<file path="src/rtl/uart_pkg.sv">
// Shared UART types and defaults.
// Build option UART_PARITY_EN adds the PARITY state to the frame.
package uart_pkg;

    localparam int unsigned UART_CLKS_PER_BIT_DEF = 4;
    localparam int unsigned UART_BAUD_W           = 16;

    typedef enum logic [2:0] {
        ST_IDLE   = 3'd0,
        ST_START  = 3'd1,
        ST_DATA   = 3'd2,
`ifdef UART_PARITY_EN
        ST_PARITY = 3'd3,
`endif
        ST_STOP   = 3'd4
    } uart_state_t;

    function automatic logic even_parity(input logic [7:0] b);
        return ^b;
    endfunction

endpackage

</file>
<file path="src/rtl/uart_baud_gen.sv">
// Bit-period timer: counts 0..CLKS_PER_BIT-1 and emits a one-cycle tick
// on the last cycle of each bit; i_restart holds the count at zero.
module uart_baud_gen
    import uart_pkg::*;
#(
    parameter int unsigned CLKS_PER_BIT = UART_CLKS_PER_BIT_DEF
) (
    input  logic i_clk,
    input  logic i_rst_n,
    input  logic i_restart,
    output logic o_tick
);

    localparam logic [UART_BAUD_W-1:0] LP_TC = UART_BAUD_W'(CLKS_PER_BIT - 1);

    logic [UART_BAUD_W-1:0] r_cnt;
    logic                   w_tc;

    assign w_tc   = (r_cnt == LP_TC);
    assign o_tick = w_tc & ~i_restart;

    always_ff @(posedge i_clk or negedge i_rst_n) begin
        if (!i_rst_n) begin
            r_cnt <= '0;
        end else if (i_restart || w_tc) begin
            r_cnt <= '0;
        end else begin
            r_cnt <= r_cnt + 1'b1;
        end
    end

endmodule

</file>
<file path="src/rtl/uart.sv">
// UART transmitter: holding register, shift register and frame FSM.
// Define UART_PARITY_EN to insert an even-parity bit between DATA and STOP.
//
// state     | meaning
// ST_IDLE   | line high, waiting for t_byte
// ST_START  | start bit (0)
// ST_DATA   | 8 data bits, LSB first
// ST_PARITY | even parity of the byte (UART_PARITY_EN only)
// ST_STOP   | stop bit (1), then back to IDLE
module uart
    import uart_pkg::*;
#(
    parameter int unsigned CLKS_PER_BIT = UART_CLKS_PER_BIT_DEF
) (
    input  logic       clk,
    input  logic       load_byte,
    input  logic       t_byte,
    input  logic       rst,
    input  logic [7:0] data,
    output logic       serial_out
);

    uart_state_t r_state;
    logic [7:0]  r_hold;
    logic [7:0]  r_shift;
    logic [2:0]  r_bit_cnt;
    logic        w_tick;
    logic        w_restart;

    // Every non-IDLE entry lands on a tick, where the counter wraps by itself;
    // only the IDLE->START entry needs an explicit restart.
    assign w_restart = (r_state == ST_IDLE);

    uart_baud_gen #(
        .CLKS_PER_BIT(CLKS_PER_BIT)
    ) u_baud_gen (
        .i_clk    (clk),
        .i_rst_n  (rst),
        .i_restart(w_restart),
        .o_tick   (w_tick)
    );

    always_ff @(posedge clk or negedge rst) begin
        if (!rst) begin
            r_hold <= '0;
        end else if (load_byte) begin
            r_hold <= data;
        end
    end

    always_ff @(posedge clk or negedge rst) begin
        if (!rst) begin
            r_state    <= ST_IDLE;
            serial_out <= 1'b1;
            r_shift    <= '0;
            r_bit_cnt  <= '0;
        end else begin
            case (r_state)
                ST_IDLE: begin
                    serial_out <= 1'b1;
                    if (t_byte) begin
                        r_shift    <= load_byte ? data : r_hold;
                        r_bit_cnt  <= '0;
                        serial_out <= 1'b0;
                        r_state    <= ST_START;
                    end
                end
                ST_START: begin
                    if (w_tick) begin
                        r_bit_cnt  <= '0;
                        serial_out <= r_shift[0];
                        r_state    <= ST_DATA;
                    end
                end
                ST_DATA: begin
                    if (w_tick) begin
                        // Rotate rather than shift so the byte survives for parity.
                        r_shift <= {r_shift[0], r_shift[7:1]};
                        if (r_bit_cnt == 3'd7) begin
                            r_bit_cnt <= '0;
`ifdef UART_PARITY_EN
                            serial_out <= even_parity(r_shift);
                            r_state    <= ST_PARITY;
`else
                            serial_out <= 1'b1;
                            r_state    <= ST_STOP;
`endif
                        end else begin
                            r_bit_cnt  <= r_bit_cnt + 3'd1;
                            serial_out <= r_shift[1];
                        end
                    end
                end
`ifdef UART_PARITY_EN
                ST_PARITY: begin
                    if (w_tick) begin
                        r_bit_cnt  <= '0;
                        serial_out <= 1'b1;
                        r_state    <= ST_STOP;
                    end
                end
`endif
                ST_STOP: begin
                    if (w_tick) begin
                        r_bit_cnt  <= '0;
                        serial_out <= 1'b1;
                        r_state    <= ST_IDLE;
                    end
                end
                default: begin
                    r_bit_cnt  <= '0;
                    serial_out <= 1'b1;
                    r_state    <= ST_IDLE;
                end
            endcase
        end
    end

endmodule

</file>
<file path="config.mk">
export PLATFORM = sky130hd
export DESIGN_NAME = uart
export DESIGN_NICKNAME = d
export VERILOG_FILES = /design/src/rtl/uart_pkg.sv /design/src/rtl/uart_baud_gen.sv /design/src/rtl/uart.sv
export SDC_FILE = /design/constraint.sdc
export NUM_CORES = 1
export LEC_CHECK = 0
export CELL_PAD_IN_SITES_DETAIL_PLACEMENT = 1
export CELL_PAD_IN_SITES_GLOBAL_PLACEMENT = 1
export CORE_MARGIN = 2
export CORE_UTILIZATION = 48
export DETAILED_ROUTE_END_ITERATION = 7
export HOLD_SLACK_MARGIN = 0.15
export PLACE_DENSITY_LB_ADDON = 0.3
export SLEW_MARGIN = 20
export SYNTH_ARGS = -nofsm -noshare
export SYNTH_HDL_FRONTEND = slang
export SYNTH_HIERARCHICAL = 1
export SYNTH_SLANG_ARGS = --single-unit
</file>
<file path="constraint.sdc">
create_clock -name clk -period 4.5 [get_ports clk]
set_input_delay 1.35 -clock clk [delete_from_list [all_inputs] [get_ports clk]]
set_output_delay 1.35 -clock clk [all_outputs]
set_load 0.01 [all_outputs]
</file>
# Word level (Yosys, flattened, before mapping)
# Index checks and enable logic that the tools add are counted.
[classes] n_eq_ne=11 reduce_logical=8 n_mux=21 bitwise=2 addsub=2
[ops] op="two-way mux 3 bit" count=8
[ops] op="two-way mux 8 bit" count=3
[ops] op="adder 16 x 1 -> 16 bit, second input constant" count=1
[ops] op="== test 16 x 2 -> 1 bit, second input constant" count=1
[ops] op="two-way mux 16 bit" count=1
[ops] op="case mux 8 bit (2 select lines)" count=1
[ops] op="case mux 3 bit (4 select lines)" count=1
[ops] op="case mux 3 bit (3 select lines)" count=1
[ops] op="AND reduction 3 bit" count=3
[ops] op="!= test 2 x 1 -> 1 bit, second input constant" count=4
[ops] op="== test 3 bit, second input constant" count=2
[ops] op="two-way mux 1 bit" count=5
[ops] op="AND reduction 5 bit" count=1
[ops] op="!= test 2 bit, second input constant" count=2
[ops] op="case mux 1 bit (4 select lines)" count=1
[ops] op="adder 3 x 1 -> 3 bit, second input constant" count=1
[ops] op="== test 3 x 1 -> 1 bit, second input constant" count=1
[ops] op="== test 3 x 2 -> 1 bit, second input constant" count=1
[ops] op="logical NOT 3 bit" count=1
[ops] op="nonzero test 2 bit" count=1
[ops] op="OR reduction 2 bit" count=1
[ops] op="AND 1 bit" count=1
[ops] op="logical OR 1 bit" count=1
[ops] op="inverter 1 bit" count=1
[word_totals] output_inout_bits=1 wordCells=50 regBits=39

# Depth between registers and ports, before layout
[depth] ltp_word=5 depth_mapped=8 ltp_nobuf=8

# Hierarchy
# The synthesis kept the hierarchy.
[modules_own_cells] module="uart" area_each_um2=1162.4 instances=1 cells_per_inst=95
[modules_own_cells] module="uart_baud_gen" area_each_um2=798.3 instances=1 cells_per_inst=83

# Worst setup path after synthesis
# Ideal clock, no wire load.
[synth_path] path_kind="input to register" from="in t_byte" to="reg r_bit_cnt[0]" required_ps=4375 setup_slack_ps=2293 cell_stages=4 n_path_buf=0 t_arrival_ps=2082 cell_sequence="mux2i_1 -> mux2i_1 -> o21ai_4 -> mux2_4"
[synth_via] elab_chain_cells=2
[synth_lines] element="from (decl)" line="uart.sv:17" text="input logic t_byte,"
[synth_lines] element="!= test 2 bit (no source line)"
[synth_lines] element="AND reduction 3 bit (no source line)"
[synth_lines] element="to (signal assigned)" line="uart.sv:89" text="r_bit_cnt <= r_bit_cnt + 3'd1;"
[synth_lines] element="to (decl)" line="uart.sv:26" text="logic [2:0] r_bit_cnt;"
# Every way passes these cells.
# A chain may end at the register's enable or synchronous reset.

# Worst setup path after layout
[layout_path] from="reg serial_out" to="out serial_out"
[layout_lines] element="from (decl)" line="uart.sv:20" text="output logic serial_out"
[layout_lines] element="from (signal assigned)" line="uart.sv:71" text="serial_out <= r_shift[0];"
[layout_lines] element="from (signal assigned)" line="uart.sv:90" text="serial_out <= r_shift[1];"
# No word-level cell between the ends.

==> impl_metrics.csv <==
group,metric,value,unit
finish,layoutNonFillerInstCount,240,
clocking,clkSlewWorstSetupHoldPaths,80,ps
setup_path,critical_path_class,"reg2out",
global_routing,grt_use_total,20.5,%
setup_path,end_kind,"output port",
route,dr_total_vias,1316,
global_routing,grt_max_degree,40,
clocking,clockBufferDepth,2,
job,maxCapViolations,0,
die,start_util,49.4,%
pwr,power_per_cell_area,497,mW/mm²
clocking,holdBufCountCts,0,
setup_path,arrival,1350,ps
die,io_pins,13,
finish,fin_area,0.00221,mm²
die,die-area,0.00461,mm²
setup_path,crit_chain,"clkdlybuf4s50_1",
timing,fin_worst_skew,5.52,ps
setup_path,crit_buf_inv,1,
pwr,swShare,33.4,%
clocking,root_buffer,"clkbuf_8",
die,core,0.00397,mm²
global_routing,grt_pass1_vias,1419,
global_routing,grt_pass1_wl,6780,µm
pwr,comb_power_share,27.0,%
placed_design,dp_hpwl,2780,µm
route,wl_per_cell,16.4,µm
yosys,synth_area,0.00196,mm²
route,wirelength,3940,µm
clocking,clk_latency,290,ps
clocking,cts_tree,"yes",
placed_design,portBuffers,12,
die,num_rows,23,
timing,grt_setup_unrepaired,"no",
pwr,pwr-share-seq,46.1,%
timing,slew_viol_final,0,
setup_path,worstSetupStartpointType,"flip-flop",
finish,layout_commonest_cell,"dfrtp_1",
yosys,yosysTopAreaCellShare,48.5,%
finish,post-route-util,55.7,%
yosys,synth_warnings,6,
pwr,intPower,0.732,mW
setup_path,rrSetupSlack,1940,ps
yosys,yosysTopAreaCell,"dfrtp_1",
route,ant_nets,0,
finish,nets,204,
timing,hold_viol,0,
route,drc,0,
timing,fmax,371,MHz
die,die_y,67.9,µm
timing,fin_crit_sh,60.0,%
placed_design,routabilityCongestion,0.723,
timing,tightest_slew,861,ps
clocking,tritoncts.num_buffers,5,
setup_path,cp_max_fo,2,
die,die_w,67.9,µm
finish,n_antenna_cell,0,
yosys,avgSynthCellArea,11.0,µm²
run_status,status,"completed",
finish,fill_cells,428,
yosys,synth_top_flop_cell,"dfrtp_1",
pwr,p_switching,0.367,mW
placed_design,placed_area,0.00209,mm²
route,vias_per_cell,5.48,
route,drt-pass1-iter-count,4,
yosys,synthTopCellsByArea,"dfrtp_1 (49%), mux2i_1 (11%), mux2_2 (4.6%)",
setup_path,path_delay_family,"flip-flops",
yosys,synth_edf_count,0,
setup_path,cp_slowest_stage_delay,540,ps
yosys,ys_seq_area_share,49.8,%
pwr,total_leakage_power,0.937,nW
yosys,ys_ff_latch,39,
global_routing,overflow,0,
route,drtIter0Drc,39,
pwr,finalPower,1.10,mW
timing,final.setup.tns,0,ps
finish,mostFrequentLayoutCells,"dfrtp_1 (38), mux2i_1 (22), nor2_1 (19)",
timing,finalSetupViolCount,0,
placed_design,dp.cells,232,
worst_hold_path,hp-class,"reg2reg",
clocking,cts_resized,0,
setup_path,cpMaxStageDelayCell,"dfstp_2",
clocking,ctsHtreeMaxLevel,2,
yosys,synthCells,178,
timing,slew_headroom,42.6,%
pwr,clockPowerShare,26.8,%
global_routing,antenna_found_initial,0,
clocking,post_cts_buffers,0,
setup_path,cp_data_required_time,3150,ps
timing,period_needed,2700,ps
yosys,synth_fp_nets,193,
finish,area_delta_synth_final,12.8,%
yosys,synth.distinct_cells,35,
yosys,ys_async_sr_fraction,100,%
clocking,cts_sinks,39,
pwr,ir_drop,0.258,mV
finish,drive_above_1_share,13.2,%
==> path summary, 6_finish.rpt <==
path / start / to / cells past startpoint
setup / recovery: serial_out$_DFFE_PN1P_ / serial_out / 1
hold / removal: u_baud_gen/r_cnt[0]$_DFF_PN0_ / u_baud_gen/r_cnt[0]$_DFF_PN0_ / 1
setup reg to reg: u_baud_gen/r_cnt[0]$_DFF_PN0_ / r_shift[6]$_DFFE_PN0P_ / 7
hold reg to reg: u_baud_gen/r_cnt[0]$_DFF_PN0_ / u_baud_gen/r_cnt[0]$_DFF_PN0_ / 1
max in group asynchronous: rst / u_baud_gen/r_cnt[9]$_DFF_PN0_ / 1
min in group asynchronous: rst / r_hold[7]$_DFF_PN0_ / 1
==> per-layer routing <==
| layer | routed length, µm | global-route usage (%) | vias to the layer above |
|---|---|---|---|
| met3 | 112 | 6.41 | 2 |
| li1 | - | - | 629 |
| met4 | 23 | 6.75 | 0 |
| met1 | 1770 | 25.3 | 671 |
| met2 | 2030 | 34.2 | 14 |
| met5 | 0 | 0 | - |
==> registers in the layout (all words and copies together) (netlist names) <==
signal and flops:
r_state 3, r_bit_cnt 3, r_hold 8, u_baud_gen/r_cnt 16
serial_out 1, r_shift 8
==> worst reg2reg max path, cell delays in order, from the launching register on <==
cell,delay (ps)
dfrtp_1,380
ha_1,270
nor4b_1,320
nand4_1,180
nor2_1,400
mux2i_1,210
nor3_4,470
mux2i_1,270
==> kinds of logic (layout without fill, tap and decap cells) <==
kind of cell,Yosys count,after routing,synth area share [%]
flops,39,39,49.8
buf+inv,23,35,5.17
mux,31,31,16.6
compound gates,12,12,4.08
simple gates,57,57,16.6
fa+ha+maj,3,3,1.91
xor+xnor,13,13,5.81
==> metrics by stage <==
| step | setup WS, ps | hold slack (ps) |
|---|---|---|
| 3_5_place_dp | 1620 | 479 |
| 3_3_place_gp | 1710 | 464 |
| 6_report | 1800 | 480 |
| 2_1_floorplan | 2290 | 448 |
| 4_1_cts | 1790 | 489 |
| 5_1_grt | 1690 | 539 |
==> synth_stat cells, drive strengths merged, types with 2 or more instances <==
cell type and instances:
nand3 8, clkbuf 3, nor3 4, xnor2 9, a21oi 3, nand3b 3
xor2 4, nor4 5, o21ai 7, and3 2, nor2 19, mux2i 22
nand4 3, nor3b 2, nand2 6, mux2 9, inv 15, ha 3
dfrtp 38, buf 5, or3 2
==> power groups by stage <==
stage | combinational (mW) | sequential [mW] | clock (mW)
detailed placement | 0.302 | 0.513 | 0
finish | 0.297 | 0.507 | 0.295
global placement | 0.279 | 0.504 | 0
floorplan | 0.254 | 0.475 | 0
global route | 0.337 | 0.522 | 0.322
CTS | 0.303 | 0.506 | 0.302
==> layout make-up <==
type	count	area [µm²]	share of cell area, %
clock buffer	5	68.8	3.11
timing repair buffer	12	115	5.20
sequential	39	977	44.2
tap	50	62.6	2.83
clock inverter	3	43.8	1.98
inverter	15	56.3	2.55
multi-input combinational	116	888	40.2
No activity file was read; power rests on OpenSTA's default activity.
